`src/rtl/data_stat.sv`:
```
// data_stat: per-channel windowed statistics (mean/min/max) over a merged,
// channel-tagged sample stream. Channels 0..2 each keep an independent window
// of 2**LOG2_N samples; tag 3 samples are dropped and counted (saturating).
module data_stat #(
  parameter int DW     = 16,
  parameter int LOG2_N = 2,
  parameter int CW     = 8
) (
  input  logic          clkd,
  input  logic          rst,
  input  logic [DW-1:0] din,
  input  logic          din_vld,
  input  logic [1:0]    din_ch,
  input  logic          clr,
  output logic          stat_vld,
  output logic [1:0]    stat_ch,
  output logic [DW-1:0] stat_mean,
  output logic [DW-1:0] stat_min,
  output logic [DW-1:0] stat_max,
  output logic [CW-1:0] drop_cnt
);

  // Sum needs LOG2_N guard bits so N full-scale samples never overflow.
  localparam int SW = DW + LOG2_N;
  localparam int NW = LOG2_N + 1;
  localparam logic [NW-1:0] LAST_IDX = NW'((1 << LOG2_N) - 1);

  logic accept;
  logic drop_hit;

  assign accept   = din_vld && (din_ch != 2'd3) && !clr;
  assign drop_hit = din_vld && (din_ch == 2'd3) && !clr;

  // Per-channel "window state including the current sample" and completion flags.
  logic [2:0]    done;
  logic [SW-1:0] sum_new [3];
  logic [DW-1:0] min_new [3];
  logic [DW-1:0] max_new [3];

  genvar gi;
  generate
    for (gi = 0; gi < 3; gi++) begin : ch_g
      logic [NW-1:0] cnt_reg;
      logic [SW-1:0] sum_reg;
      logic [DW-1:0] min_reg;
      logic [DW-1:0] max_reg;
      logic          hit;
      logic          first;

      assign hit      = accept && (din_ch == 2'(gi));
      // An empty window ignores whatever stale sum/min/max is left over.
      assign first    = (cnt_reg == '0);
      assign done[gi] = hit && (cnt_reg == LAST_IDX);

      assign sum_new[gi] = first ? SW'(din) : sum_reg + SW'(din);
      assign min_new[gi] = (first || (din < min_reg)) ? din : min_reg;
      assign max_new[gi] = (first || (din > max_reg)) ? din : max_reg;

      // Accumulate this channel's window; restart it on completion or clear.
      always_ff @(posedge clkd or posedge rst) begin
        if (rst) begin
          cnt_reg <= '0;
          sum_reg <= '0;
          min_reg <= '0;
          max_reg <= '0;
        end else if (clr) begin
          cnt_reg <= '0;
        end else if (hit) begin
          cnt_reg <= done[gi] ? '0 : cnt_reg + NW'(1);
          sum_reg <= sum_new[gi];
          min_reg <= min_new[gi];
          max_reg <= max_new[gi];
        end
      end
    end
  endgenerate

  // At most one channel completes per cycle, so a one-hot select suffices.
  logic [SW-1:0] sel_sum;
  logic [DW-1:0] sel_min;
  logic [DW-1:0] sel_max;

  // Pick the stats of whichever channel (if any) is completing now.
  always_comb begin
    sel_sum = '0;
    sel_min = '0;
    sel_max = '0;
    for (int i = 0; i < 3; i++) begin
      if (done[i]) begin
        sel_sum = sum_new[i];
        sel_min = min_new[i];
        sel_max = max_new[i];
      end
    end
  end

  // Register completed-window results (held until next completion) and drop count.
  always_ff @(posedge clkd or posedge rst) begin
    if (rst) begin
      stat_vld  <= 1'b0;
      stat_ch   <= '0;
      stat_mean <= '0;
      stat_min  <= '0;
      stat_max  <= '0;
      drop_cnt  <= '0;
    end else begin
      stat_vld <= |done;
      if (|done) begin
        stat_ch   <= din_ch;
        stat_mean <= sel_sum[SW-1:LOG2_N];
        stat_min  <= sel_min;
        stat_max  <= sel_max;
      end
      if (drop_hit && (drop_cnt != '1)) begin
        drop_cnt <= drop_cnt + CW'(1);
      end
    end
  end

endmodule

```
`config.mk`:
```
export PLATFORM = sky130hd
export DESIGN_NAME = data_stat
export DESIGN_NICKNAME = d
export VERILOG_FILES = /design/src/rtl/data_stat.sv
export SDC_FILE = /design/constraint.sdc
export NUM_CORES = 1
export LEC_CHECK = 0
export BUFFER_PORTS_ARGS = -buffer_cell sky130_fd_sc_hd__buf_2
export CAP_MARGIN = 20
export CORE_ASPECT_RATIO = 0.5
export CORE_MARGIN = 2
export CORE_UTILIZATION = 60
export CTS_BUF_LIST = sky130_fd_sc_hd__clkbuf_2
export DETAILED_ROUTE_END_ITERATION = 8
export PLACE_DENSITY = 0.75
export SYNTH_ARGS = -nofsm -noshare
export SYNTH_HDL_FRONTEND = slang
export SYNTH_SLANG_ARGS = --single-unit
```
`constraint.sdc`:
```
create_clock -name clkd -period 11.4 [get_ports clkd]
set_clock_uncertainty 0.15 [all_clocks]
set_input_delay 1.14 -clock clkd [delete_from_list [all_inputs] [get_ports clkd]]
set_output_delay 1.14 -clock clkd [all_outputs]
set_load 0.005 [all_outputs]
```
==> qor.yml, run 1 <==
outcome:
  status: "complete, no violations"
worst_setup_path:
  critPathMaxFanout: 27
  cp-end-kind: "flop"
  cp.required_ns: 12.02
  start_kind: "input port"
  cp.arrival_ns: 4.65
  critPathKind: "in -> reg"
cts:
  clock_latency_ns: 0.93
  clock_path_buffers: 3
  numCtsBuffers: 51
  cts_root_buffer: "clkbuf_2"
  clk_pin_slew_ns: 0.13
  hold_buffers: 0
  cts_setup_buffers: 0
  postCtsResizedCells: 0
  htree_levels: 2
  tritoncts: "yes"
  cts_sinks: 218
power:
  peakVddDrop_v: 0.0000778
  p_leak_nw: 8.02
  cellPowerDensity_nw_per_um2: 149
timing:
  slew_viol_final: 0
  rsz0062_at_grt: "no"
  period_share: 0.353
  period_minus_slack_ns: 4.02
  setup_tns_ns: 0
  relSlewSlack: 0.312
  finalHoldViolCount: 0
  timing.fmax_mhz: 248
  setup_ws_ns: 7.38
  setup_viol: 0
  worst_pin_slew_ns: 1.03
yosys:
  ys.flop_type: "dfrtp_1"
  synth_top_family_by_area: "compound AO/OA/AOI/OAI gates"
  synthMuxAreaShare: 0.0980
  synth_nets: 1828
  synthSimpleGateAreaFrac: 0.129
  synthTopCellsByArea: "dfrtp_1 (36%), ha_1 (12%), mux2_2 (6.3%), nand2_1 (4.5%), o21ai_0 (3.4%)"
  synth_edf_count: 0
  yosysMostFrequentCell: "dfrtp_1"
  synth-compound-area-share: 0.207
  synth.distinct_cells: 70
  yosys-top-cells-count: "dfrtp_1 (218), nand2_1 (182), ha_1 (148)"
  synth-xor-area-share: 0.0281
  syn_area_um2: 15300
  async_flop_share: 1.00
  yosysTopAreaCellShare: 0.357
  syn_inst: 1655
  synth_top_area_cell: "dfrtp_1"
  avgSynthCellArea_um2: 9.24
  yosys.area_share.adder: 0.125
  ys_seq_elements: 218
  yosysWarnings: 0
  ys_seq_area_frac: 0.357
cells_and_area:
  largest_reg_flops: 54
  multiInputGateArea_um2: 9020
  areaGrowthSynthToFinish_pct: 7.95
  seq_area_um2: 5460
  final_core_util: 0.657
  fin_nets: 1896
  drive_above_1_share: 0.176
  fill_cells: 2064
detailed_routing:
  ant_nets: 0
  wire_per_inst_um: 21.9
  num_vias: 13700
  drc: 0
  dr.pass1.iters: 7
  drt_iter0_drc: 1382
  wl_um: 46200
  via_per_inst: 6.50
placement:
  gp_congestion: 0.960
  numPortBuffers: 80
  pre_cts_slack_ns: 6.55
  dp_hpwl_um: 30600
floorplan:
  die_height_um: 117
  num_rows: 41
  pin_count: 81
  core_um2: 25100
  start_util: 0.609
  die_area_um2: 26900
  die_x_um: 230
global_route:
  grt_pass1_vias: 13300
  grt_max_degree: 92
  grt_use_total: 0.348
  grt-ovfl-total: 0
  antenna_found_initial: 2
  grt_pass1_wl_um: 72700
min_path:
  hold_path.class: "in -> async"
job:
  maxCapViolations: 0
[report_power, final]
| part | switching (mW) | leakage, nW | internal [mW] |
|---|---|---|---|
| Sequential | 0.112 | 2.76 | 0.915 |
| Combinational | 0.502 | 4.92 | 0.400 |
| Clock | 0.345 | 0.347 | 0.195 |
| Total | 0.959 | 8.02 | 1.51 |
[routing by layer]
layer	vias up	wire [um]	GRT usage
li1	6165	-	-
met1	6699	19800	0.477
met2	675	20200	0.533
met3	144	4500	0.0763
met4	2	1670	0.162
met5	-	13	0
[worst max-delay path: stages]
cell	delay (ns)
buf_2	0.60
ha_1	0.36
a21o_1	0.17
a211oi_2	0.23
o31ai_1	0.10
a221o_1	0.46
a21o_1	0.48
a21oi_4	0.67
mux2_2	0.41
[metrics by stage]
stage | hold slack [ns] | instances | instance area, um^2 | power [mW]
floorplan | 0.300 | 1655 | 15300 | 1.69
global placement | 0.315 | 2008 | 16000 | 1.87
detailed placement | 0.329 | 2009 | 16000 | 1.92
CTS | 0.141 | 2097 | 16400 | 2.46
global route | 0.188 | 2107 | 16500 | 2.63
finish | 0.169 | 2107 | 16500 | 2.47
[worst paths after layout]
path,startpoint,end,slack [ns],depth (start not counted)
worst max-delay path,din[1],ch_g[0].min_reg[11],7.38,9
worst min-delay path,rst,ch_g[0].max_reg[9],0.17,2
worst max register to register,ch_g[0].min_reg[5],ch_g[0].min_reg[11],7.73,10
worst min register to register,ch_g[2].sum_reg[2],ch_g[2].sum_reg[2],0.35,2
max in group asynchronous,rst,ch_g[0].min_reg[9],9.09,5
min in group clkd,ch_g[2].sum_reg[2],ch_g[2].sum_reg[2],0.35,2
[cell type report]
type | count | share of cell area
multi-input cells | 1222 | 0.546
flip-flops and latches | 218 | 0.330
repair buffers | 115 | 0.0431
inverters | 115 | 0.0266
well taps | 344 | 0.0261
clock buffers | 74 | 0.0224
clock inverters | 14 | 0.00485
diodes | 5 | 0.000758
[kinds of logic (layout without fill, tap and decap cells)]
group	after synthesis	count (layout)
adders and majority gates	151	151
and+or+nand+nor	420	420
AOI/OAI and AO/OA	468	468
xor gates and xnor gates	49	49
buffers and inverters	215	318
DFF	218	218
other	0	5
muxes	134	134
[cell usage in the layout, fill, tap and decap left out, types with 18 or more instances in the layout]
cell        n
a31oi_1    28
xor2_1     18
a211oi_1   38
nor3_1     25
dfrtp_1   218
ha_1      148
o21ai_0   104
a21o_1     58
a221o_1    21
nand4_1    18
a21oi_1    89
inv_1     114
nand3_1    37
nand2_1   182
clkbuf_2   74
nor2_1     73
buf_2      80
buf_4      31
mux2i_1    38
xnor2_1    31
mux2_2     86
a221oi_1   21
No activity file was read; power rests on OpenSTA's default activity.
==> run 2, diff against run 1 <==
--- a/config.mk
+++ b/config.mk
@@ -5,14 +5,15 @@
 export SDC_FILE = /design/constraint.sdc
 export NUM_CORES = 1
 export LEC_CHECK = 0
+export ABC_AREA = 1
 export BUFFER_PORTS_ARGS = -buffer_cell sky130_fd_sc_hd__buf_2
 export CAP_MARGIN = 20
 export CORE_ASPECT_RATIO = 0.5
 export CORE_MARGIN = 2
-export CORE_UTILIZATION = 60
+export CORE_UTILIZATION = 58
 export CTS_BUF_LIST = sky130_fd_sc_hd__clkbuf_2
 export DETAILED_ROUTE_END_ITERATION = 8
-export PLACE_DENSITY = 0.75
+export PLACE_DENSITY = 0.76
 export SYNTH_ARGS = -nofsm -noshare
 export SYNTH_HDL_FRONTEND = slang
 export SYNTH_SLANG_ARGS = --single-unit
==> constraint.sdc (replaced) <==
create_clock -name clkd -period 3.35 [get_ports clkd]
set_clock_uncertainty 0.15 [all_clocks]
set_input_delay 0.335 -clock clkd [delete_from_list [all_inputs] [get_ports clkd]]
set_output_delay 0.335 -clock clkd [all_outputs]
set_load 0.005 [all_outputs]
==> run 2 against run 1 <==
Worst setup slack worse by 7.0 ns. Clock power rose to 3.6 times the previous value. Sequential power rose to 3.2 times the previous value. Global-route usage up 2.2 points. Combinational power rose to 3.5 times the previous value. Die area up 4.8%. Non-clock buffer count up 15. Critical path type unchanged.
==> qor.yml, run 2 <==
worst_setup_path:
  start_kind: "input port"
  cp.arrival_ns: 3.61  # -1.04 ns
  cp.required_ns: 3.99  # -8.03 ns
  critPathKind: "in -> reg"
  critPathMaxFanout: 35  # +30%
  cp-end-kind: "flop"
detailed_routing:
  num_vias: 15900  # +16%
  drc: 0  # unchanged
  drt_iter0_drc: 1866  # +35%
  wire_per_inst_um: 19.3  # -12%
  via_per_inst: 5.98  # -7.9%
  wl_um: 51300  # +11%
  dr.pass1.iters: 6  # -1
  ant_nets: 0  # unchanged
power:
  peakVddDrop_v: 0.000219  # +180%
  cellPowerDensity_nw_per_um2: 495  # +230%
  p_leak_nw: 8.78  # +9.5%
  total_power_mw: 8.42  # +240%
cts:
  numCtsBuffers: 51  # unchanged
  htree_levels: 2  # unchanged
  clk_pin_slew_ns: 0.11  # -0.02 ns
  cts_root_buffer: "clkbuf_2"
  hold_buffers: 19  # +19
  clock_path_buffers: 3  # unchanged
  cts_sinks: 218  # unchanged
  tritoncts: "yes"
  clock_latency_ns: 0.94  # about the same
  cts_setup_buffers: 0  # unchanged
  postCtsResizedCells: 0  # unchanged
cells_and_area:
  largest_reg_flops: 54  # unchanged
  areaGrowthSynthToFinish_pct: 9.52
  fin_nets: 2437  # +29%
  layout_common_cells: "nand2_1 (533), nand3_1 (440), dfrtp_1 (218)"
  layout_commonest_cell: "nand2_1"
  drive_above_1_share: 0.0964  # -0.0793
  final_core_util: 0.644  # -0.0127
floorplan:
  pin_count: 81  # unchanged
  num_rows: 42  # +2.4%
  core_um2: 26400  # +4.9%
  start_util: 0.588  # -0.0203
  die_area_um2: 28200  # +4.8%
  die_x_um: 235  # +2.4%
  die_height_um: 120  # +2.4%
yosys:
  synthTopCellsByArea: "dfrtp_1 (35%), nand3_1 (14%), nand2_1 (13%), ha_1 (12%), o21ai_0 (6.1%)"
  ys.flop_type: "dfrtp_1"
  async_flop_share: 1.00  # unchanged
  avgSynthCellArea_um2: 7.18  # -22%
  yosysTopAreaCellShare: 0.351  # -0.00506
  ys_seq_elements: 218  # unchanged
  yosysMostFrequentCell: "nand2_1"
  syn_area_um2: 15500  # +1.4%
  synth.distinct_cells: 37  # -47%
  synth_top_area_cell: "dfrtp_1"
  synth_nets: 2336  # +28%
  synth_edf_count: 0  # unchanged
  ys_seq_area_frac: 0.351  # -0.00506
  yosysWarnings: 0  # unchanged
  syn_inst: 2163  # +31%
  yosys-top-cells-count: "nand2_1 (536), nand3_1 (440), dfrtp_1 (218)"
global_route:
  grt_pass1_vias: 14600  # +10%
  grt-ovfl-total: 0  # unchanged
  antenna_found_initial: 2  # unchanged
  grt_max_degree: 84  # -8.7%
  grt_pass1_wl_um: 80900  # +11%
  grt_use_total: 0.369  # +0.0216
timing:
  slew_viol_final: 0  # unchanged
  rsz0062_at_grt: "no"
  setup_viol: 0  # unchanged
  finalHoldViolCount: 0  # unchanged
  setup_ws_ns: 0.384  # -6.99 ns
  timing.fmax_mhz: 337
  whs_ns: 0.0723  # -0.0966 ns
  relSlewSlack: 0.381  # +0.0685
  period_minus_slack_ns: 2.97
  worst_pin_slew_ns: 0.929  # -0.103 ns
  period_share: 0.885
  setup_tns_ns: 0  # unchanged
placement:
  numPortBuffers: 80  # unchanged
  dp_hpwl_um: 34800  # +14%
  pre_cts_slack_ns: 0.517  # -6.04 ns
  gp_congestion: 0.961  # +0.16%
outcome:
  status: "complete, no violations"
min_path:
  hold_path.class: "in -> reg"
job:
  maxCapViolations: 0  # unchanged
-- run 2: changes by cell type after synthesis, moves of 21 or more --
cell / before / now
clkbuf_1: 76 / 45
xnor2_1: 31 / 9
inv_1: 115 / 212
nand3_1: 37 / 440
a21o_1: 58 / 8
nand2_1: 182 / 536
a221o_1: 21 / 0
mux2i_1: 38 / 0
o21ai_0: 104 / 190
a31oi_1: 28 / 2
nand4_1: 18 / 56
a211oi_1: 38 / 0
mux2_2: 86 / 0
-- run 2: path summary, 6_finish.rpt --
check | from | end | slack, ns | depth (start not counted)
worst max-delay path | clr | stat_mean[2] | 0.38 | 12
worst min-delay path | din[12] | ch_g[0].max_reg[12] | 0.07 | 5
worst max register to register | ch_g[2].max_reg[15] | ch_g[2].max_reg[14] | 0.65 | 11
worst min register to register | stat_ch[1] | stat_ch[1] | 0.33 | 2
max in group asynchronous | rst | ch_g[2].min_reg[8] | 1.84 | 5
min in group asynchronous | rst | stat_mean[7] | 0.41 | 4
-- run 2: layout make-up --
type	instances	area, um^2
diodes	1	2.50
repair buffers	130	861
well taps	352	440
clock buffers	79	395
multi-input cells	1638	8900
fillers	2400	9380
flip-flops and latches	218	5460
inverters	225	848
clock inverters	12	97.6
-- run 2: cells by family (layout without fill, tap and decap cells) --
family / after synthesis / count (layout) / synth area share
buffers and inverters: 307 / 446 / 0.0769
adder cells (fa/ha/maj): 151 / 151 / 0.123
flip-flops: 218 / 218 / 0.351
XOR/XNOR: 19 / 19 / 0.0107
AO/OA/AOI/OAI: 313 / 313 / 0.106
AND/OR/NAND/NOR: 1155 / 1155 / 0.332
other: 0 / 1 / 0
-- run 2: layer usage --
layer  up-vias  track usage  wire, um
li1       7549            -         -
met1      7374        0.527     22700
met2       837        0.542     21100
met3       129       0.0943      5890
met4         0        0.134      1650
met5         -            0         0
-- run 2: critical path, cell delays in order --
cell and delay, ns:
dlygate4sd3_1 0.53, buf_2 0.11, inv_2 0.08, nand2_2 0.15, nor3_4 0.05, dlygate4sd3_1 0.57, nand2_2 0.10, nor2_4 0.06
nor3_4 0.74, buf_4 0.60, nand2_1 0.14, o2111ai_1 0.12
-- run 2: report_power, final --
group	internal (mW)	leakage [nW]	total, mW	switching (mW)
combinational	1.08	5.64	3.19	2.11
clock	0.771	0.372	1.96	1.19
sequential	3.06	2.77	3.26	0.208
-- run 2: per-stage QoR --
step	cell area, um^2	instances
global route	17000	2655
global placement	16300	2544
floorplan	15500	2163
finish	17000	2655
CTS	17000	2654
detailed placement	16300	2544
==> run 3, diff against run 2 <==
--- a/config.mk
+++ b/config.mk
@@ -13,7 +13,7 @@
 export CORE_UTILIZATION = 58
 export CTS_BUF_LIST = sky130_fd_sc_hd__clkbuf_2
 export DETAILED_ROUTE_END_ITERATION = 8
-export PLACE_DENSITY = 0.76
+export PLACE_DENSITY = 0.79
 export SYNTH_ARGS = -nofsm -noshare
 export SYNTH_HDL_FRONTEND = slang
 export SYNTH_SLANG_ARGS = --single-unit
==> run 3 against run 2 <==
Hold slack worse by 0.027 ns. First-iteration DRC count down 9.3%. Maximum frequency up 1.3%. Die area unchanged. Register-to-register slack worse by 0.06 ns. Cell count about the same.
==> qor.yml, run 3 (synthesis gave the netlist of run 2 again) <==
timing:
  worst_pin_slew_ns: 0.967  # +0.0383 ns
  relSlewSlack: 0.353  # -0.0276
  finalHoldViolCount: 0  # unchanged
  setup_viol: 0  # unchanged
  period_minus_slack_ns: 2.93  # -0.0386 ns
  rsz0062_at_grt: "no"
  whs_ns: 0.0454  # -0.0269 ns
  setup_tns_ns: 0  # unchanged
  timing.fmax_mhz: 342  # +1.3%
  period_share: 0.874  # -0.0115
  slew_viol_final: 0  # unchanged
cts:
  postCtsResizedCells: 0  # unchanged
  htree_levels: 2  # unchanged
  cts_root_buffer: "clkbuf_2"
  clk_pin_slew_ns: 0.11  # about the same
  clock_path_buffers: 3  # unchanged
  tritoncts: "yes"
  clock_latency_ns: 1.00  # +0.06 ns
  cts_sinks: 218  # unchanged
  numCtsBuffers: 52  # +2.0%
floorplan:
  core_um2: 26400  # unchanged
  die_height_um: 120  # unchanged
  num_rows: 42  # unchanged
  die_x_um: 235  # unchanged
  start_util: 0.588  # unchanged
  pin_count: 81  # unchanged
  die_area_um2: 28200  # unchanged
global_route:
  grt_pass1_wl_um: 79600  # -1.7%
  grt_use_total: 0.361  # -0.00817
  antenna_found_initial: 2  # unchanged
  grt_pass1_vias: 14700  # +0.70%
  grt-ovfl-total: 0  # unchanged
  grt_max_degree: 106  # +26%
power:
  total_power_mw: 8.25  # -2.1%
  cellPowerDensity_nw_per_um2: 487  # -1.7%
  p_leak_nw: 8.74  # -0.54%
  peakVddDrop_v: 0.000218  # -0.65%
worst_setup_path:
  critPathMaxFanout: 33  # -5.7%
  start_kind: "input port"
  critPathKind: "in -> reg"
  cp.arrival_ns: 3.59  # -0.02 ns
  cp.required_ns: 4.02  # +0.03 ns
  cp-end-kind: "flop"
detailed_routing:
  dr.pass1.iters: 5  # -1
  via_per_inst: 6.02  # +0.65%
  num_vias: 16000  # +0.58%
  wl_um: 50400  # -1.9%
  drt_iter0_drc: 1692  # -9.3%
  drc: 0  # unchanged
  ant_nets: 0  # unchanged
  wire_per_inst_um: 19.0  # -1.8%
placement:
  dp_hpwl_um: 34400  # -1.1%
  dp_cells: 2541  # -0.12%
  gp_congestion: 0.939  # -2.3%
  numPortBuffers: 80  # unchanged
cells_and_area:
  areaGrowthSynthToFinish_pct: 9.13
  layout_commonest_cell: "nand2_1"
  drive_above_1_share: 0.0936  # -0.00280
  largest_reg_flops: 54  # unchanged
  fin_nets: 2437  # unchanged
  fin_cells: 2653  # -0.075%
  layout_common_cells: "nand2_1 (533), nand3_1 (440), dfrtp_1 (218)"
min_path:
  hold_path.class: "in -> reg"
outcome:
  status: "complete, no violations"
job:
  maxCapViolations: 0  # unchanged
-- run 3: worst max-delay path: stages --
cell and delay [ns]:
dlygate4sd3_1 0.52, buf_2 0.10, inv_2 0.07, nand2_2 0.15, nor3_4 0.05, dlygate4sd3_1 0.57, nand2_2 0.10, nor2_4 0.10
nor3_4 0.82, buf_4 0.57, nand2_1 0.10, nand4_1 0.11
-- run 3: area by class of cell --
class | count | area, um^2
fillers | 2369 | 9440
inverters | 225 | 848
clock buffers | 75 | 375
diodes | 5 | 12.5
multi-input cells | 1638 | 8900
repair buffers | 129 | 858
flip-flops and latches | 218 | 5460
well taps | 352 | 440
clock inverters | 11 | 50.0
-- run 3: where the power goes --
part	internal (mW)	leakage, nW	switching (mW)	total, mW
Combinational	1.09	5.63	2.10	3.18
Sequential	3.06	2.77	0.205	3.26
Clock	0.594	0.330	1.21	1.80
-- run 3: path summary, 6_finish.rpt --
kind | start | to | slack [ns] | cells after the start
max | clr | stat_max[15] | 0.42 | 12
min | din[12] | ch_g[2].max_reg[12] | 0.05 | 5
max reg2reg | ch_g[1].max_reg[15] | ch_g[1].max_reg[2] | 0.59 | 11
min reg2reg | ch_g[0].sum_reg[12] | ch_g[0].sum_reg[12] | 0.34 | 2
max in group asynchronous | rst | ch_g[0].sum_reg[15] | 1.71 | 5
min in group asynchronous | rst | ch_g[1].sum_reg[7] | 0.43 | 4
-- run 3: what timing repair did --
item	in CTS	in global routing
hold buffers	21	0
hold endpoints to repair	298	0
buffers inserted	0	0
-- run 3: layer usage --
metal | wire (um) | track usage
met4 | 1800 | 0.136
met2 | 21400 | 0.548
met1 | 21300 | 0.495
met3 | 5880 | 0.100
met5 | 0 | 0
-- run 3: per-stage QoR --
stage	setup slack [ns]	utilization	cell area, um^2
2_1_floorplan	0.0249	-	15500
3_3_place_gp	0.465	0.617	16300
3_5_place_dp	0.423	0.617	16300
4_1_cts	0.547	0.642	16900
5_1_grt	0.365	0.642	16900
6_report	0.422	0.642	16900
